## config.mk

```make
export PLATFORM = sky130hd
export DESIGN_NAME = nonce_buffer_reader
export DESIGN_NICKNAME = d
export VERILOG_FILES = /design/src/rtl/nonce_buffer_reader.sv
export SDC_FILE = /design/constraint.sdc
export NUM_CORES = 1
export LEC_CHECK = 0
export CORE_MARGIN = 2
export CORE_UTILIZATION = 60
export CTS_CLUSTER_DIAMETER = 60
export DETAILED_ROUTE_END_ITERATION = 8
export HOLD_SLACK_MARGIN = 0.02
export PLACE_DENSITY = 0.79
export SLEW_MARGIN = 20
export SYNTH_ARGS = -nofsm -noshare
export SYNTH_HDL_FRONTEND = slang
export SYNTH_SLANG_ARGS = --single-unit
export TNS_END_PERCENT = 1
```

## constraint.sdc

```tcl
create_clock -name clk -period 10.7 [get_ports clk]
set_input_delay 3.21 -clock clk [delete_from_list [all_inputs] [get_ports clk]]
set_output_delay 3.21 -clock clk [all_outputs]
set_load 0.02 [all_outputs]
```

## src/rtl/nonce_buffer_reader.sv

```systemverilog
`default_nettype none
// ============================================================================
// Module   : nonce_buffer_reader
// Purpose  : Buffers nonces reported by the miner in a small FIFO and streams
//            each one to the host as a byte frame, LSB first, over a
//            valid/ready interface. Nonces that arrive while the FIFO is full
//            are dropped and flagged with a sticky overflow bit.
// Options  : NONCE_BUF_STATUS_EN - when defined, each frame is prefixed with
//            a status header byte {1'b1, overflow, 2'b00, level[3:0]}.
// Revision : 1.0 - initial release
// ============================================================================
module nonce_buffer_reader #(
  parameter int DEPTH      = 8,
  parameter int NONCE_BITS = 32
) (
  input  logic                    clk,
  input  logic                    rst,
  input  logic                    wr_valid,
  input  logic [NONCE_BITS-1:0]   wr_nonce,
  output logic                    out_valid,
  output logic [7:0]              out_data,
  input  logic                    out_ready,
  output logic                    overflow,
  input  logic                    clr_overflow,
  output logic [$clog2(DEPTH):0]  level
);

  localparam int AW     = $clog2(DEPTH);
  localparam int LW     = AW + 1;
  localparam int NBYTES = NONCE_BITS / 8;
`ifdef NONCE_BUF_STATUS_EN
  localparam int HDR_BYTES = 1;
`else
  localparam int HDR_BYTES = 0;
`endif
  localparam int FRAME_LEN = NBYTES + HDR_BYTES;
  localparam int IW        = (FRAME_LEN > 1) ? $clog2(FRAME_LEN) : 1;

  localparam logic [IW-1:0] LAST_IDX   = IW'(FRAME_LEN - 1);
  localparam logic [LW-1:0] FULL_LEVEL = LW'(DEPTH);
  localparam logic [LW-1:0] ONE_LEVEL  = LW'(1);

  typedef enum logic [0:0] {
    IDLE = 1'b0,
    SEND = 1'b1
  } state_t;

  // FIFO storage and bookkeeping
  logic [NONCE_BITS-1:0] mem_q [DEPTH];
  logic [AW-1:0]         wr_ptr_q;
  logic [AW-1:0]         rd_ptr_q;
  logic [LW-1:0]         level_q;
  logic [LW-1:0]         level_d;
  logic                  overflow_q;
  logic                  overflow_d;

  // Frame sender
  state_t                state_q;
  logic [IW-1:0]         byte_idx_q;
  logic                  out_valid_q;
  logic [7:0]            out_data_q;

  // Per-cycle events
  logic                  accept;
  logic                  last_byte;
  logic                  pop;
  logic                  full;
  logic                  push;
  logic                  drop;
  logic [AW-1:0]         next_rd;
  logic [NONCE_BITS-1:0] next_nonce;
  logic [7:0]            first_byte;
  logic [7:0]            follow_byte;
`ifdef NONCE_BUF_STATUS_EN
  logic [7:0]            lvl_ext;
  logic [3:0]            lvl_sat;
`endif

  function automatic logic [7:0] nonce_byte(input logic [NONCE_BITS-1:0] n,
                                            input int k);
    return n[8*k +: 8];
  endfunction

  // Handshake events, occupancy/overflow next-state and the next byte to show
  always_comb begin
    accept    = out_valid_q && out_ready;
    last_byte = (byte_idx_q == LAST_IDX);
    pop       = accept && last_byte;
    full      = (level_q == FULL_LEVEL);
    // A full FIFO still takes a nonce when the head frame retires this cycle.
    push      = wr_valid && (!full || pop);
    drop      = wr_valid && full && !pop;

    level_d = level_q;
    if (push && !pop) begin
      level_d = level_q + ONE_LEVEL;
    end else if (pop && !push) begin
      level_d = level_q - ONE_LEVEL;
    end

    // A drop in the same cycle as a clear wins, so no loss goes unreported.
    overflow_d = overflow_q;
    if (drop) begin
      overflow_d = 1'b1;
    end else if (clr_overflow) begin
      overflow_d = 1'b0;
    end

    // Head of the FIFO after this cycle. If the only stored nonce retires
    // while a new one is written, the new one is not in memory yet: bypass.
    next_rd = rd_ptr_q + AW'(pop);
    if (pop && (level_q == ONE_LEVEL)) begin
      next_nonce = wr_nonce;
    end else begin
      next_nonce = mem_q[next_rd];
    end

`ifdef NONCE_BUF_STATUS_EN
    // Header reports occupancy including the frame's own nonce.
    lvl_ext    = 8'(level_d);
    lvl_sat    = (lvl_ext > 8'd15) ? 4'hF : lvl_ext[3:0];
    first_byte = {1'b1, overflow_q, 2'b00, lvl_sat};
`else
    first_byte = nonce_byte(next_nonce, 0);
`endif

    if (last_byte) begin
      follow_byte = nonce_byte(mem_q[rd_ptr_q], 0);
    end else begin
      follow_byte = nonce_byte(mem_q[rd_ptr_q], int'(byte_idx_q) + 1 - HDR_BYTES);
    end
  end

  // Nonce storage; contents need no reset because pointers define validity
  always_ff @(posedge clk) begin
    if (!rst && push) begin
      mem_q[wr_ptr_q] <= wr_nonce;
    end
  end

  // Pointers, occupancy and sticky overflow
  always_ff @(posedge clk) begin
    if (rst) begin
      wr_ptr_q   <= '0;
      rd_ptr_q   <= '0;
      level_q    <= '0;
      overflow_q <= 1'b0;
    end else begin
      if (push) begin
        wr_ptr_q <= wr_ptr_q + AW'(1);
      end
      rd_ptr_q   <= next_rd;
      level_q    <= level_d;
      overflow_q <= overflow_d;
    end
  end

  // Frame FSM with registered byte-stream outputs
  always_ff @(posedge clk) begin
    if (rst) begin
      state_q     <= IDLE;
      byte_idx_q  <= '0;
      out_valid_q <= 1'b0;
      out_data_q  <= 8'h00;
    end else begin
      case (state_q)
        IDLE: begin
          if (level_q != '0) begin
            state_q     <= SEND;
            byte_idx_q  <= '0;
            out_valid_q <= 1'b1;
            out_data_q  <= first_byte;
          end
        end
        SEND: begin
          if (accept) begin
            if (last_byte) begin
              byte_idx_q <= '0;
              if (level_d != '0) begin
                out_valid_q <= 1'b1;
                out_data_q  <= first_byte;
              end else begin
                state_q     <= IDLE;
                out_valid_q <= 1'b0;
              end
            end else begin
              byte_idx_q <= byte_idx_q + IW'(1);
              out_data_q <= follow_byte;
            end
          end
        end
        default: begin
          state_q     <= IDLE;
          byte_idx_q  <= '0;
          out_valid_q <= 1'b0;
        end
      endcase
    end
  end

  assign out_valid = out_valid_q;
  assign out_data  = out_data_q;
  assign overflow  = overflow_q;
  assign level     = level_q;

endmodule
`default_nettype wire
```

; ---- Yosys cells after proc, flatten, opt, wreduce, memory -nomap -nowiden
; Memory sizes are Yosys's and may differ from the RTL's. A register that Yosys moved wholly into a read port is not among the register bits.
; Cells that the tools add are included.
[word_totals]
reg_bits = 23
latchBits = 0
mem_bits_rw = 256
mem_bits_ro = 0
input_bits = 37
mem_count = 1
[memory_table]
columns = name, words, width, read_ports, rd_clocked_by_memory_dff, write_ports, line
row1 = mem_q, 8, 32, 2, 1, 1, 49  ; logic [NONCE_BITS-1:0] mem_q [DEPTH];
[op_classes]
add_sub_neg = 6
multipliers = 0
n_div = 0
order_cmp = 0
eq_ne = 7
shifts = 1
mux = 26
n_bitwise = 1
n_reduce_logical = 20
[ops]
columns = op, n
row1 = $mux W8, 5
row2 = $shiftx A32 B7 Y8, 1
row3 = $pmux W8 S2, 1
row4 = $mux W1, 11
row5 = $logic_and A1 B1 Y1, 9
row6 = $mux W4, 2
row7 = $reduce_bool A4 Y1, 2
row8 = $mux W2, 3
row9 = $reduce_and A3 Y1, 2
row10 = $add A4 B1 Y4 const B, 1
row11 = $eq A4 B1 Y1 const B, 1
row12 = $eq A4 B4 Y1 const B, 1
row13 = $logic_not A1 Y1, 4
row14 = $ne A2 B1 Y1 const B, 2
row15 = $pmux W1 S2, 2
row16 = $pmux W2 S2, 1
row17 = $sub A4 B1 Y4 const B, 1
row18 = $add A2 B1 Y3 const B, 1
row19 = $add A3 B1 Y3, 1
row20 = $add A3 B1 Y3 const B, 1
row21 = $mux W3, 1
row22 = $ne A3 B2 Y1 const B, 1
row23 = $add A2 B1 Y2 const B, 1
row24 = $eq A2 B2 Y1 const B, 1
row25 = other kinds (5), 5

; ---- Longest topological paths before layout
[logic_depth]
ltp_word = 13
mapped_depth = 14

; ---- Least setup slack after synthesis
; Ideal clock, no wire load.
[synth_timing]
path_type = input to register
from = input port out_ready
to = memory mem_q[0][0], enable pin
setup_time_ps = 513
arrival_ps = 7217
path_slack_ps = 2970
cell_stages = 6
path_cell_list = buf_6 nand3_4 clkbuf_1 nand2_1 nand2_1 nor4b_1
[synth_via]
elab_chain_len = 7
[synth_rtl]
columns = item, line
row1 = from (decl), 22  ; input logic out_ready,
row2 = $logic_and A1 B1 Y1, 86  ; accept = out_valid_q && out_ready;
row3 = $logic_and A1 B1 Y1, 88  ; pop = accept && last_byte;
row4 = $logic_or A1 B1 Y1, 91  ; push = wr_valid && (!full || pop);
row5 = $logic_and A1 B1 Y1, 91
row6 = $logic_and A1 B1 Y1, 136  ; if (!rst && push) begin
row7 = $mux W1, 136
row8 = $mux W1 (implied by the code), 137  ; mem_q[wr_ptr_q] <= wr_nonce;
row9 = to (decl), 49
; No other way between the ends.

; ---- Worst setup path in the final report
[layout_timing]
from = input port out_ready
to = register out_data_q[2], in the netlist out_data[2]
[layout_rtl]
columns = item, line
row1 = $logic_and A1 B1 Y1 *, 86
row2 = $logic_and A1 B1 Y1 *, 88
row3 = $add A3 B1 Y3 *, 111  ; next_rd = rd_ptr_q + AW'(pop);
row4 = named net next_rd[0], 70  ; logic [AW-1:0] next_rd;
row5 = $mem_v2 Z8 W32 *, n/a
row6 = $mux W8 *, 112  ; if (pop && (level_q == ONE_LEVEL)) begin
row7 = $mux W8, 179  ; if (level_d != '0) begin
row8 = $mux W8, 177  ; if (last_byte) begin
row9 = $mux W8, 176  ; if (accept) begin
row10 = $pmux W8 S2 *, 166  ; case (state_q)
row11 = to (signal assigned), 172  ; out_data_q <= first_byte;
row12 = to (signal assigned), 181  ; out_data_q <= first_byte;
row13 = to (signal assigned), 188  ; out_data_q <= follow_byte;
row14 = to (decl), 61  ; logic [7:0] out_data_q;
; The timed path passes the listed nets; every way through them passes the cells marked *. The select of a mux whose other input is x is not followed.
; A chain may end at the register's enable or synchronous reset.

==> results.cfg <==
[route]
drtPass1Iterations = 7
avgRoutedWirePerCell_um = 24.6
drtAntennaViolNets = 0
routed_wl_mm = 23.8
drt-initial-drc-count = 557
drc = 0
vias = 6271
viasPerCell = 6.49

[synthesis]
synth_largest_area_cell = edfxtp_1
ys_seq_elements = 279
synthArstFlopShare_pct = 0
synth_area_um2 = 11400
synth.area.top_cells = edfxtp_1, mux4_2, mux2_2, dfxtp_1, mux2i_1
syn_area_per_cell_um2 = 17.2
synth_cell_types = 49
yosys_warnings = 0
yosysSeqAreaShare_pct = 71.7
synth_top_area_share_pct = 67.7
syn_nets = 705
postSynthCellCount = 660
synth-main-ff-cell = edfxtp_1
synth_edf_count = 256

[global_routing]
antenna_found_initial = 0
grt_pass1_wl_mm = 36.2
grt_pass1_vias = 6337
grt_max_degree = 60
gr-usage-all-layers_pct = 24.2
grt_overflow = 0

[finish]
final_cell_count_no_fill = 967
n_antenna_cell = 0
syn2layout_area_growth_pct = 14.8
final_area_um2 = 13000
final_nets = 759
drive_gt1_share_pct = 19.0

[pwr]
intPower_mw = 1.82
p_clk_share_pct = 41.2
irDropWorstVdd_mv = 0.161
combinationalPowerShare_pct = 5.4
power_frac_seq_pct = 53.4
p_leak_nw = 4.11
power_mw = 2.30
power_per_cell_area_nw_per_um2 = 176
p_sw_mw = 0.476
netSwitchingFraction_pct = 20.7

[clocking]
cts_resized = 0
cts_buffers = 27
tritoncts = done
cts_hold_buf = 0
clock-sinks = 279
clkTransAtPathRegs_ns = 0.06
cts_setup_buffers = 0
insertion_delay_ns = 0.54
cts.path.max_buffers = 3
cts_max_level = 1
cts-root-buf = clkbuf_16

[sta]
rsz0062_at_grt = no
min_period_over_period_pct = 59.4
slew_headroom_pct = 29.0
max_freq_ghz = 0.157
skew_ns = 0.00886
tns_ns = 0
tightest_slew_ns = 1.06
finalSetupViolCount = 0
min_period_ns = 6.36
hold_viol_final = 0
post-route-worst-setup-slack_ns = 4.34
final-max-slew-violation-count = 0

[worst_setup_path]
start_kind = primary input
crit_type = primary input to flip-flop
r2r-end = out_data[2]$_SDFFE_PP0P_
r2r-start = byte_idx_q[0]$_SDFFE_PP0P_
worstPathArrival_ns = 6.74
crit_start = out_ready
critPathCapture = out_data[2]$_SDFFE_PP0P_
required_ns = 11.08
cp_max_fo = 23
reg2regPathDepth = 9
endpoint_kind = flip-flop
regToRegSetupSlack_ns = 6.85

[floorplanning]
die-area_um2 = 20000
ioPinCount = 51
coreArea_um2 = 18600
fp.dieH_um = 142
die_w_um = 142
rows = 50
initial_utilization_pct = 60.9

[run_status]
status = completed

[hold_path]
whs_path_depth = 2
worstHoldPathType = flip-flop to flip-flop

[flow_run]
drv_cap = 0

[placement]
place_worst_setup_slack_ns = 3.85
place_hpwl_mm = 14.0
dpl_cell_area_um2 = 12100
place_congestion = 0.853
port_buffers = 50
dp_cells = 918
[worst max-delay path: stages]
cell and delay [ns]:
clkdlybuf4s50_1 0.66, nand3_4 0.27, inv_4 0.30, ha_1 0.83
mux4_2 0.61, a2111oi_0 0.49, nor4_1 0.13, o31ai_1 0.09
mux2i_1 0.13
[metrics by stage]
step	utilization, %	hold slack (ns)
detailed placement	65.0	0.478
CTS	69.8	0.496
finish	69.9	0.501
floorplan	-	0.480
global route	69.9	0.523
global placement	65.0	0.471
[synth_stat cells (15+ instances only)]
cell type and number:
edfxtp_1 256, mux2_2 41, mux4_2 30, mux2i_1 29, dfxtp_1 23, o22ai_1 22, nor3_1 21, nor2b_1 17
a2111oi_0 16, inv_1 16, o31ai_1 16, nand2_1 15, nor2_1 15
[logic make-up after synthesis]
kind of cell    count (synthesis)  synth area share, %
buf+inv                        55                 2.19
xor+xnor                        6                0.463
mux                           100                 12.6
flops                         279                 71.7
fa+ha+maj                       8                0.881
simple gates                  109                 5.32
compound gates                103                 6.82
[final cells by class]
cell class / count / area [um2]
flip-flops and latches: 279 / 8150
fillers: 1140 / 5610
multi-input cells: 326 / 3020
clock buffers: 31 / 691
repair buffers: 63 / 618
well taps: 234 / 293
clock inverters: 17 / 201
inverters: 17 / 66.3
[how the worst min path moves through the flow]
stage	startpoint	endpoint	slack, ns
final	out_data[0]$_SDFFE_PP0P_	out_data[0]$_SDFFE_PP0P_	0.50
after global routing	out_data[5]$_SDFFE_PP0P_	out_data[5]$_SDFFE_PP0P_	0.52
after CTS	overflow$_SDFFE_PP0P_	overflow$_SDFFE_PP0P_	0.50
after detailed placement	overflow$_SDFFE_PP0P_	overflow$_SDFFE_PP0P_	0.48
after global placement	overflow$_SDFFE_PP0P_	overflow$_SDFFE_PP0P_	0.47
after floorplan	byte_idx_q[1]$_SDFFE_PP0P_	byte_idx_q[1]$_SDFFE_PP0P_	0.48
[flip-flops by register name, summed over array words and instances (netlist names)]
register and count:
mem_q 256, out_data 8, level 4, rd_ptr_q 3, wr_ptr_q 3, byte_idx_q 2, out_valid 1, overflow 1
state_q 1
[layer usage]
layer	up-vias	track usage [%]	wire (um)
li1	2777	-	-
met1	3189	32.7	9690
met2	248	40.1	11700
met3	57	4.22	1570
met4	0	8.68	859
met5	-	0	0
[power by group through the flow]
| stage | sequential (mW) | clock [mW] | combinational [mW] |
|---|---|---|---|
| after CTS | 1.23 | 0.960 | 0.124 |
| after detailed placement | 1.25 | 0 | 0.123 |
| after floorplan | 1.25 | 0 | 0.0573 |
| after global routing | 1.23 | 0.999 | 0.134 |
| final | 1.23 | 0.947 | 0.124 |
| after global placement | 1.25 | 0 | 0.119 |
[cell usage in the layout, fill, tap and decap left out, types with 3 or more instances in the layout]
| cell type | netlist | routed |
|---|---|---|
| edfxtp_1 | 256 | 256 |
| clkdlybuf4s50_1 | 0 | 50 |
| mux2_2 | 41 | 41 |
| mux4_2 | 30 | 30 |
| mux2i_1 | 29 | 29 |
| clkbuf_16 | 0 | 27 |
| o22ai_1 | 22 | 22 |
| dfxtp_1 | 23 | 21 |
| nor3_1 | 21 | 18 |
| inv_1 | 16 | 16 |
| nor2b_1 | 17 | 16 |
| o31ai_1 | 16 | 16 |
| a2111oi_0 | 16 | 16 |
| nand2_1 | 15 | 15 |
| nand2b_1 | 13 | 13 |
| nor2_1 | 15 | 12 |
| buf_4 | 1 | 12 |
| a211oi_1 | 11 | 11 |
| o21ai_0 | 10 | 10 |
| nor4_1 | 11 | 10 |
| a22o_1 | 9 | 9 |
| ha_1 | 8 | 8 |
| clkinv_1 | 0 | 7 |
| a21oi_1 | 5 | 5 |
| xnor2_1 | 4 | 4 |
| bufinv_16 | 0 | 4 |
| clkbuf_1 | 13 | 4 |
| nor2_4 | 0 | 3 |
| nand3_1 | 3 | 3 |
Power figures use the tool's default switching activity.
